==> src/rtl/issue_queue_scoreboard.sv <==
// issue_queue_scoreboard: in-order issue queue with pending-register scoreboard, completion bypass and flush
module issue_queue_scoreboard #(
  parameter int p_depth        = 4,
  parameter int p_num_pipes    = 2,
  parameter int p_num_classes  = 4,
  parameter int p_seq_num_bits = 8,
  parameter logic [p_num_pipes*p_num_classes-1:0] p_pipe_masks = '1,
  localparam int CW   = p_num_classes > 1 ? $clog2(p_num_classes) : 1,
  localparam int CNTW = $clog2(p_depth + 1)
) (
  input  logic                      clk,
  input  logic                      rst,
  input  logic                      enq_val,
  output logic                      enq_rdy,
  input  logic [31:0]               enq_inst,
  input  logic [31:0]               enq_pc,
  input  logic [p_seq_num_bits-1:0] enq_seq_num,
  input  logic [CW-1:0]             enq_class,
  input  logic                      enq_ren0,
  input  logic                      enq_ren1,
  input  logic [4:0]                enq_raddr0,
  input  logic [4:0]                enq_raddr1,
  input  logic                      enq_wen,
  input  logic [4:0]                enq_waddr,
  output logic [p_num_pipes-1:0]    iss_val,
  input  logic [p_num_pipes-1:0]    iss_rdy,
  output logic [31:0]               iss_inst,
  output logic [31:0]               iss_pc,
  output logic [p_seq_num_bits-1:0] iss_seq_num,
  output logic [4:0]                iss_raddr0,
  output logic [4:0]                iss_raddr1,
  output logic                      iss_wen,
  output logic [4:0]                iss_waddr,
  input  logic                      cmp_val,
  input  logic                      cmp_wen,
  input  logic [4:0]                cmp_waddr,
  input  logic                      flush,
  output logic [CNTW-1:0]           count
);
  localparam int PW = p_depth > 1 ? $clog2(p_depth) : 1;
  typedef struct packed {
    logic [31:0]               inst;
    logic [31:0]               pc;
    logic [p_seq_num_bits-1:0] seq;
    logic [CW-1:0]             cls;
    logic                      ren0;
    logic                      ren1;
    logic                      wen;
    logic [4:0]                ra0;
    logic [4:0]                ra1;
    logic [4:0]                wa;
  } entry_t;
  entry_t          mem_q [p_depth];
  entry_t          mem_d [p_depth];
  entry_t          head;
  logic [PW-1:0]   head_q, head_d, tail_q, tail_d;
  logic [CNTW-1:0] count_q, count_d;
  logic [31:0]     pend_q, pend_d, cmp_clr, live;
  logic            blocked, can_iss, iss_xfer, enq_xfer;
  function automatic logic [PW-1:0] nxt(input logic [PW-1:0] p);
    return p == PW'(p_depth - 1) ? '0 : p + 1'b1;
  endfunction
  function automatic logic haz(input logic en, input logic [4:0] a, input logic [31:0] pend);
    return en && a != 5'd0 && pend[a];
  endfunction
  assign head        = mem_q[head_q];
  assign cmp_clr     = (cmp_val && cmp_wen) ? (32'd1 << cmp_waddr) : 32'd0;
  assign live        = pend_q & ~cmp_clr;
  assign blocked     = haz(head.ren0, head.ra0, live) || haz(head.ren1, head.ra1, live) || haz(head.wen, head.wa, live);
  assign can_iss     = count_q != '0 && !flush && !blocked;
  assign enq_rdy     = count_q < CNTW'(p_depth) && !flush && !rst;
  assign enq_xfer    = enq_val && enq_rdy;
  assign iss_xfer    = |(iss_val & iss_rdy);
  assign iss_inst    = head.inst;
  assign iss_pc      = head.pc;
  assign iss_seq_num = head.seq;
  assign iss_raddr0  = head.ra0;
  assign iss_raddr1  = head.ra1;
  assign iss_wen     = head.wen;
  assign iss_waddr   = head.wa;
  assign count       = count_q;
  // route the head to the lowest-index ready pipe that accepts its class
  always_comb begin
    iss_val = '0;
    for (int i = p_num_pipes - 1; i >= 0; i--)
      if (int'(head.cls) < p_num_classes && p_pipe_masks[i*p_num_classes + int'(head.cls)] && iss_rdy[i]) begin
        iss_val    = '0;
        iss_val[i] = can_iss;
      end
  end
  // next queue/scoreboard state; an issue setting a register beats a same-cycle completion clearing it
  always_comb begin
    mem_d   = mem_q;
    head_d  = iss_xfer ? nxt(head_q) : head_q;
    tail_d  = enq_xfer ? nxt(tail_q) : tail_q;
    count_d = count_q + CNTW'(enq_xfer) - CNTW'(iss_xfer);
    pend_d  = live;
    if (iss_xfer && head.wen) pend_d[head.wa] = 1'b1;
    pend_d[0] = 1'b0;
    if (enq_xfer) mem_d[tail_q] = '{inst: enq_inst, pc: enq_pc, seq: enq_seq_num, cls: enq_class,
                                    ren0: enq_ren0, ren1: enq_ren1, wen: enq_wen,
                                    ra0: enq_raddr0, ra1: enq_raddr1, wa: enq_waddr};
    if (flush) begin
      head_d  = '0;
      tail_d  = '0;
      count_d = '0;
    end
  end
  // state registers, cleared immediately on reset
  always_ff @(posedge clk or posedge rst) begin
    if (rst) begin
      mem_q   <= '{default: '0};
      head_q  <= '0;
      tail_q  <= '0;
      count_q <= '0;
      pend_q  <= '0;
    end else begin
      mem_q   <= mem_d;
      head_q  <= head_d;
      tail_q  <= tail_d;
      count_q <= count_d;
      pend_q  <= pend_d;
    end
  end
endmodule

==> config.mk <==
export PLATFORM = sky130hd
export DESIGN_NAME = issue_queue_scoreboard
export DESIGN_NICKNAME = d
export VERILOG_FILES = /design/src/rtl/issue_queue_scoreboard.sv
export SDC_FILE = /design/constraint.sdc
export NUM_CORES = 1
export LEC_CHECK = 0
export ABC_AREA = 1
export CAP_MARGIN = 40
export CORE_ASPECT_RATIO = 0.6
export CORE_MARGIN = 2
export CORE_UTILIZATION = 24
export CTS_CLUSTER_DIAMETER = 40
export DETAILED_ROUTE_END_ITERATION = 10
export PLACE_DENSITY_LB_ADDON = 0.1
export REMOVE_ABC_BUFFERS = 1
export SLEW_MARGIN = 20
export SYNTH_ARGS = -nofsm -noshare
export SYNTH_HDL_FRONTEND = slang
export SYNTH_SLANG_ARGS = --single-unit
==> constraint.sdc <==
create_clock -name clk -period 16.2 [get_ports clk]
set_input_delay 1.62 -clock clk [delete_from_list [all_inputs] [get_ports clk]]
set_output_delay 1.62 -clock clk [all_outputs]
set_load 0.05 [all_outputs]
==> impl_metrics.tcl <==
set metrics [dict create \
    run_status "finished clean" \
    whs_ns 0.4975 \
    vias_per_cell 4.625 \
    use_met1_pct 22.26 \
    h-tree-depth 3 \
    rr_worst_depth 17 \
    hold_path_end "mem_q[268]" \
    routed_wl_um 62980 \
    crit-reg2reg-launch "head_q[0]" \
    r2r_setup_slack_ns 10.32 \
    end_kind "output port" \
    io_buffers 196 \
    irDropWorstVdd_v 0.00007970 \
    worstSetupPathType "reg -> out" \
    rsz0062_at_grt "no" \
    yosysWarnings 0 \
    whs_path_depth 1 \
    grt_most_used_layer "met1" \
    num_antenna_cells 0 \
    drt_iter0_markers 743 \
    routabilityCongestion 0.8775 \
    synth-simple-area-share_pct 14.86 \
    power_density_nw_per_um2 184.2 \
    grt_pass1_wl_um 97350 \
    numClockSinks 398 \
    dieArea_um2 82680 \
    track_usage_pct 15.50 \
    dpl.hpwl_um 39620 \
    synth_compound_area_share_pct 8.048 \
    met3_usage_pct 5.193 \
    die_h_um 223.5 \
    stdcell_count 3193 \
    synthMuxAreaShare_pct 20.62 \
    min_from "mem_q[268]" \
    synth_largest_area_cell "dfrtp_1" \
    fmax_mhz 144.9 \
    syn_inst 1879 \
    place_ws_ns 9.510 \
    yosys-top-cells-area "dfrtp_1 (52%), mux2_2 (21%), nand2_1 (4.8%)" \
    critPathLaunchType "register" \
    synth-xor-area-share_pct 0 \
    grt_pass1_vias 15250 \
    netlist-cell-type-count 40 \
    period_share_pct 42.61 \
    nets 2182 \
    antenna_found_initial 8 \
    grt_overflow 0 \
    netlist.area_leader.share_pct 51.66 \
    setup_ws_ns 9.297 \
    synth_area_um2 19280 \
    drive_gt1_share_pct 26.99 \
    num_rows 80 \
    clock_path_buffers 3 \
    syn_area_per_cell_um2 10.26 \
    insertion_delay_ns 0.64 \
    cts.hold.buffers_added 0 \
    syn_to_final_growth_pct 29.43 \
    cts-resized-gates 0 \
    drc 0 \
    hold_class "reg -> reg" \
    setup_tns_ns 0 \
    grt_use_met2_pct 21.97 \
    grt_start_max_net_pins 82 \
    period_minus_slack_ns 6.903 \
    final_core_util_pct 31.40 \
    synthAdderAreaFrac_pct 0.5582 \
    worstPathRequired_ns 14.58 \
    core_area_um2 79480 \
    hold_viol_final 0 \
    maxSlewViolCount 0 \
    crit_fanout 67 \
    initial_utilization_pct 24.26 \
    p_leak_nw 11.28 \
    cts_setup_buffers 0 \
    slew_headroom_pct 46.50 \
    fin_skew_ns 0.01899 \
    worstMarginPinSlew_ns 0.8025 \
    routed-via-count 14770 \
    dp_cells 3059 \
    die_x_um 369.9 \
    r2r_end "count[2]" \
    cts.clk_slew.worst_paths_ns 0.05 \
    critPathArrivalTime_ns 5.28 \
    final-setup-viol-count 0 \
    drtPass1Iterations 5 \
    wire_per_inst_um 19.72 \
    synth_top_family_by_area "multiplexers" \
    ys_seq_area_share_pct 51.66 \
    tritoncts "built" \
    ys_seq_elements 398 \
    cts_buffers 71 \
    root_buffer "clkbuf_16" \
    maxCapViolCount 0 \
    num_io_pins 199 \
    final_antenna_net_count 0 \
]
[routing by layer]
layer  wire [µm]  up-vias
met5          82        -
met4        1255       12
met3        4663      105
met2       26030      383
met1       30950     7389
li1            -     6878
[sequential cells by signal, indices dropped and copies added, names as in the netlist]
name    count
count       3
head_q      2
tail_q      2
mem_q     360
pend_q     31
[per-stage QoR]
step	power [mW]	cell area, µm²
5_1_grt	4.867	24950
3_3_place_gp	3.057	22230
4_1_cts	4.659	24890
6_report	4.596	24950
2_1_floorplan	2.459	18730
3_5_place_dp	3.079	22440
[cells in the final DEF (no fill, tap or decap), types with 17 or more instances in the layout]
cell type / count
a21oi_1: 23
buf_4: 21
clkbuf_16: 72
clkdlybuf4s50_1: 196
dfrtp_1: 396
inv_1: 61
mux2_2: 351
nand2_1: 249
nand2_2: 17
nand3_1: 114
nand3_2: 19
nor2_1: 227
o21ai_0: 174
o22ai_1: 72
[cell usage after synthesis, drive strengths merged]
library cell  number
dfrtp            398
mux2             351
nand2            270
nor2             239
o21ai            179
nand3            133
o22ai             73
clkbuf            72
inv               69
buf               39
a21oi             23
ha                 7
nand4              5
nor3               5
o21bai             4
a32oi              2
a21boi             1
a22oi              1
and2               1
and3               1
clkinv             1
fa                 1
mux2i              1
nor4               1
o211ai             1
or2                1
[critical path: stages, from the launching register on]
cell and delay, ns:
dfrtp_4 0.90, buf_4 0.72, buf_4 0.75, nand2_1 0.14, a32oi_2 0.50, nor3_1 0.10, a22oi_1 0.43, nand3_2 0.15
nand4_1 0.16, inv_1 0.05, clkdlybuf4s50_1 0.69
[logic make-up (layout without fill, tap and decap cells)]
family | Yosys count | in the layout
AO/OA/AOI/OAI | 284 | 284
AND/OR/NAND/NOR | 656 | 656
adder cells (fa/ha/maj) | 8 | 8
multiplexers | 352 | 352
flip-flops | 398 | 398
buffers and inverters | 181 | 429
[cell type report]
class / count / area (µm²)
Fill cell: 8221 / 54520
Sequential cell: 398 / 9967
Multi-Input combinational cell: 1300 / 8529
Timing Repair Buffer: 228 / 2400
Clock buffer: 83 / 1903
Tap cell: 1066 / 1334
Clock inverter: 48 / 543.0
Inverter: 70 / 276.5
[power by group]
group | total, mW | switching, mW | internal, mW
Combinational | 1.72 | 1.14 | 0.577
Sequential | 1.34 | 0.116 | 1.22
Clock | 1.54 | 0.580 | 0.956
Total | 4.60 | 1.84 | 2.76
[worst max path at each step]
stage	to	slack [ns]	start	cells after the start
floorplan	count[0]	3.51	rst	1
global placement	iss_val[0]	9.42	head_q[1]	17
detailed placement	iss_val[1]	9.51	cmp_waddr[3]	13
CTS	iss_val[1]	9.16	head_q[0]	10
global route	iss_val[1]	8.84	head_q[0]	15
finish	iss_val[1]	9.30	head_q[0]	10
No activity file was read; power rests on OpenSTA's default activity.
==> RTL edit: new RTL, same flow settings <==
The parameter `p_seq_num_bits` goes from 8 to 7.
--- a/src/rtl/issue_queue_scoreboard.sv
+++ b/src/rtl/issue_queue_scoreboard.sv
@@ -4,5 +4,5 @@
   parameter int p_num_pipes    = 2,
   parameter int p_num_classes  = 4,
-  parameter int p_seq_num_bits = 8,
+  parameter int p_seq_num_bits = 7,
   parameter logic [p_num_pipes*p_num_classes-1:0] p_pipe_masks = '1,
   localparam int CW   = p_num_classes > 1 ? $clog2(p_num_classes) : 1,
Interface: changed (resized enq_seq_num and iss_seq_num); port bits go from 199 to 197. The function was not compared with the original's and may differ.
==> RTL edit against the original RTL <==
- sequential share of layout area fell by 0.20 points
- clock skew rose by 0.0043 ns
- largest power group unchanged
- first-iteration DRC count rose by 24%
- sequential cell count fell by 4
- synthesized cell count fell by 0.59%
- final area fell by 0.50%
- total power rose by 11%
- routed wire length fell by 2.2%
- worst setup slack improved by 0.13 ns
- critical path depth rose by 5
- non-clock buffer count fell by 2
- synthesized area fell by 0.92%
==> RTL edit: results (changes against the original RTL) <==
* Router iterations before antenna repair at 5 (unchanged)
* Worst vdd ir at 0.0901 mV (+13%)
* Unique masters post-synth at 35 (-13%)
* Placed cell count at 3044 (-0.49%)
* Resized Gates After CTS at 0 (unchanged)
* Num CTS Buffers at 70 (-1.4%)
* IO buf count at 194 (-1.0%)
* WP data arrival at 5.15 ns (-0.13 ns)
* Synthesis Warnings at 0 (unchanged)
* Post-CTS setup buffers at 0 (unchanged)
* Nets@finish at 2166 (-0.73%)
* Ys flop type: dfrtp_1
* Crit-path max FO at 42 (-37%)
* Drt total wl at 61.6 mm (-2.2%)
* # fillers at 8066 (-1.9%)
* Worst hold path depth at 1 (unchanged)
* Top reg by flops: mem_q
* Post-DP Area at 22200 um^2 (-1.0%)
* Critical path's slowest cell: dfrtp_4
* Hold Path Class: reg2reg
* First-pass GRT wire length at 95.4 mm (-2.0%)
* Max FFs per register at 356 (-1.1%)
* Final Wtd Congestion at 0.875 (-0.26%)
* Proportion of layout cells with a drive suffix above 1 at 27.0% (about the same)
* Top post-synthesis cells by area: dfrtp_1 (52%), mux2_2 (20%), nor2_1 (4.8%), nand2_1 (4.6%), o21ai_0 (4.4%)
* Worst reg-to-reg path cell count at 22 (+5)
* Lkg Pwr at 11.2 nW (-0.76%)
* Crit path largest cell delay at 0.80 ns (-0.10 ns)
* Post-synth ARST share at 100% (unchanged)
* Clock transition at the registers of the reported paths at 0.05 ns (about the same)
* GRT met1 Usage at 22.1% (-0.16 points)
* Largest net degree at the start of global routing at 118 (+44%)
* GRT Util Overall at 15.1% (-0.35 points)
* Register area share after synthesis at 51.6% (about the same)
* Placement Setup Slack at 9.62 ns (+0.113 ns)
* Final clock skew at 0.0233 ns (+0.00428 ns)
* H-tree levels at 3 (unchanged)
* Status: complete, no violations
* Initial antenna violation count at 7 (-1)
* CTS Buffer Depth at 3 (unchanged)
* DR vias/cell at 4.58 (-0.97%)
* Vias in the first global route at 15000 (-1.3%)
* Mean post-synth cell area at 10.2 um^2 (-0.33%)
* Met3 Use GR at 4.11% (-1.1 points)
* Synth cell count leaders: dfrtp_1 (394), mux2_2 (347), nor2_1 (244)
* Worst Max-Slew Pin Slew at 0.802 ns (-0.000767 ns)
* CTS root buf: clkbuf_16
* Clock Latency Late Sink at 0.59 ns (-0.05 ns)
* Met2 usage at 21.8% (-0.17 points)
* DRT iter0 DRCs at 921 (+24%)
* Power per cell area at 205 nW/um^2 (+11%)
* DP Wirelength at 38.3 mm (-3.4%)
* WL/cell at 19.4 um (-1.8%)
## RTL edit: final cells by class
class                   instances  share of cell area (%)
multi-input cells            1287                    34.1
repair buffers                226                    9.50
inverters                      75                    1.19
flip-flops and latches        394                    39.7
clock buffers                  93                    8.11
well taps                    1066                    5.37
diodes                          3                  0.0302
clock inverters                36                    1.98
## RTL edit: cell families after synthesis
| kind of cell | share of synthesized area [%] |
|---|---|
| AOI/OAI and AO/OA | 7.65 |
| adders and majority gates | 0.563 |
| muxes | 20.6 |
| buffers and inverters | 4.33 |
| DFF | 51.6 |
| and+or+nand+nor | 15.3 |
## RTL edit: final timing paths
kind | from | end | slack, ns
min in group asynchronous | rst | tail_q[0]$_DFFE_PP0P_ | 1.40
worst max register to register | head_q[1]$_DFFE_PP0P_ | count[2]$_DFF_PP0_ | 10.67
max in group asynchronous | rst | mem_q[165]$_DFFE_PP0P_ | 13.04
worst min register to register | mem_q[271]$_DFFE_PP0P_ | mem_q[271]$_DFFE_PP0P_ | 0.50
worst max-delay path | head_q[1]$_DFFE_PP0P_ | iss_val[1] | 9.43
worst min-delay path | mem_q[271]$_DFFE_PP0P_ | mem_q[271]$_DFFE_PP0P_ | 0.50
## RTL edit: layer usage
layer	routed length (um)	share of wire (%)
met1	30400	49
met2	26100	42
met3	3880	6.3
met4	1200	1.9
met5	51	0.083
## RTL edit: power by group
part / total [W] / switching [W] / internal [W]
Clock: 0.00157 / 0.000542 / 0.00103
Sequential: 0.00133 / 0.000124 / 0.00121
Combinational: 0.00218 / 0.00149 / 0.000692
Total: 0.00508 / 0.00215 / 0.00293
## RTL edit: critical path, delay by kind of cell (launching register included)
kind | cells | cell delay [ns]
and+or+nand+nor | 9 | 1.77
DFF | 1 | 0.80
buffers and inverters | 6 | 1.94
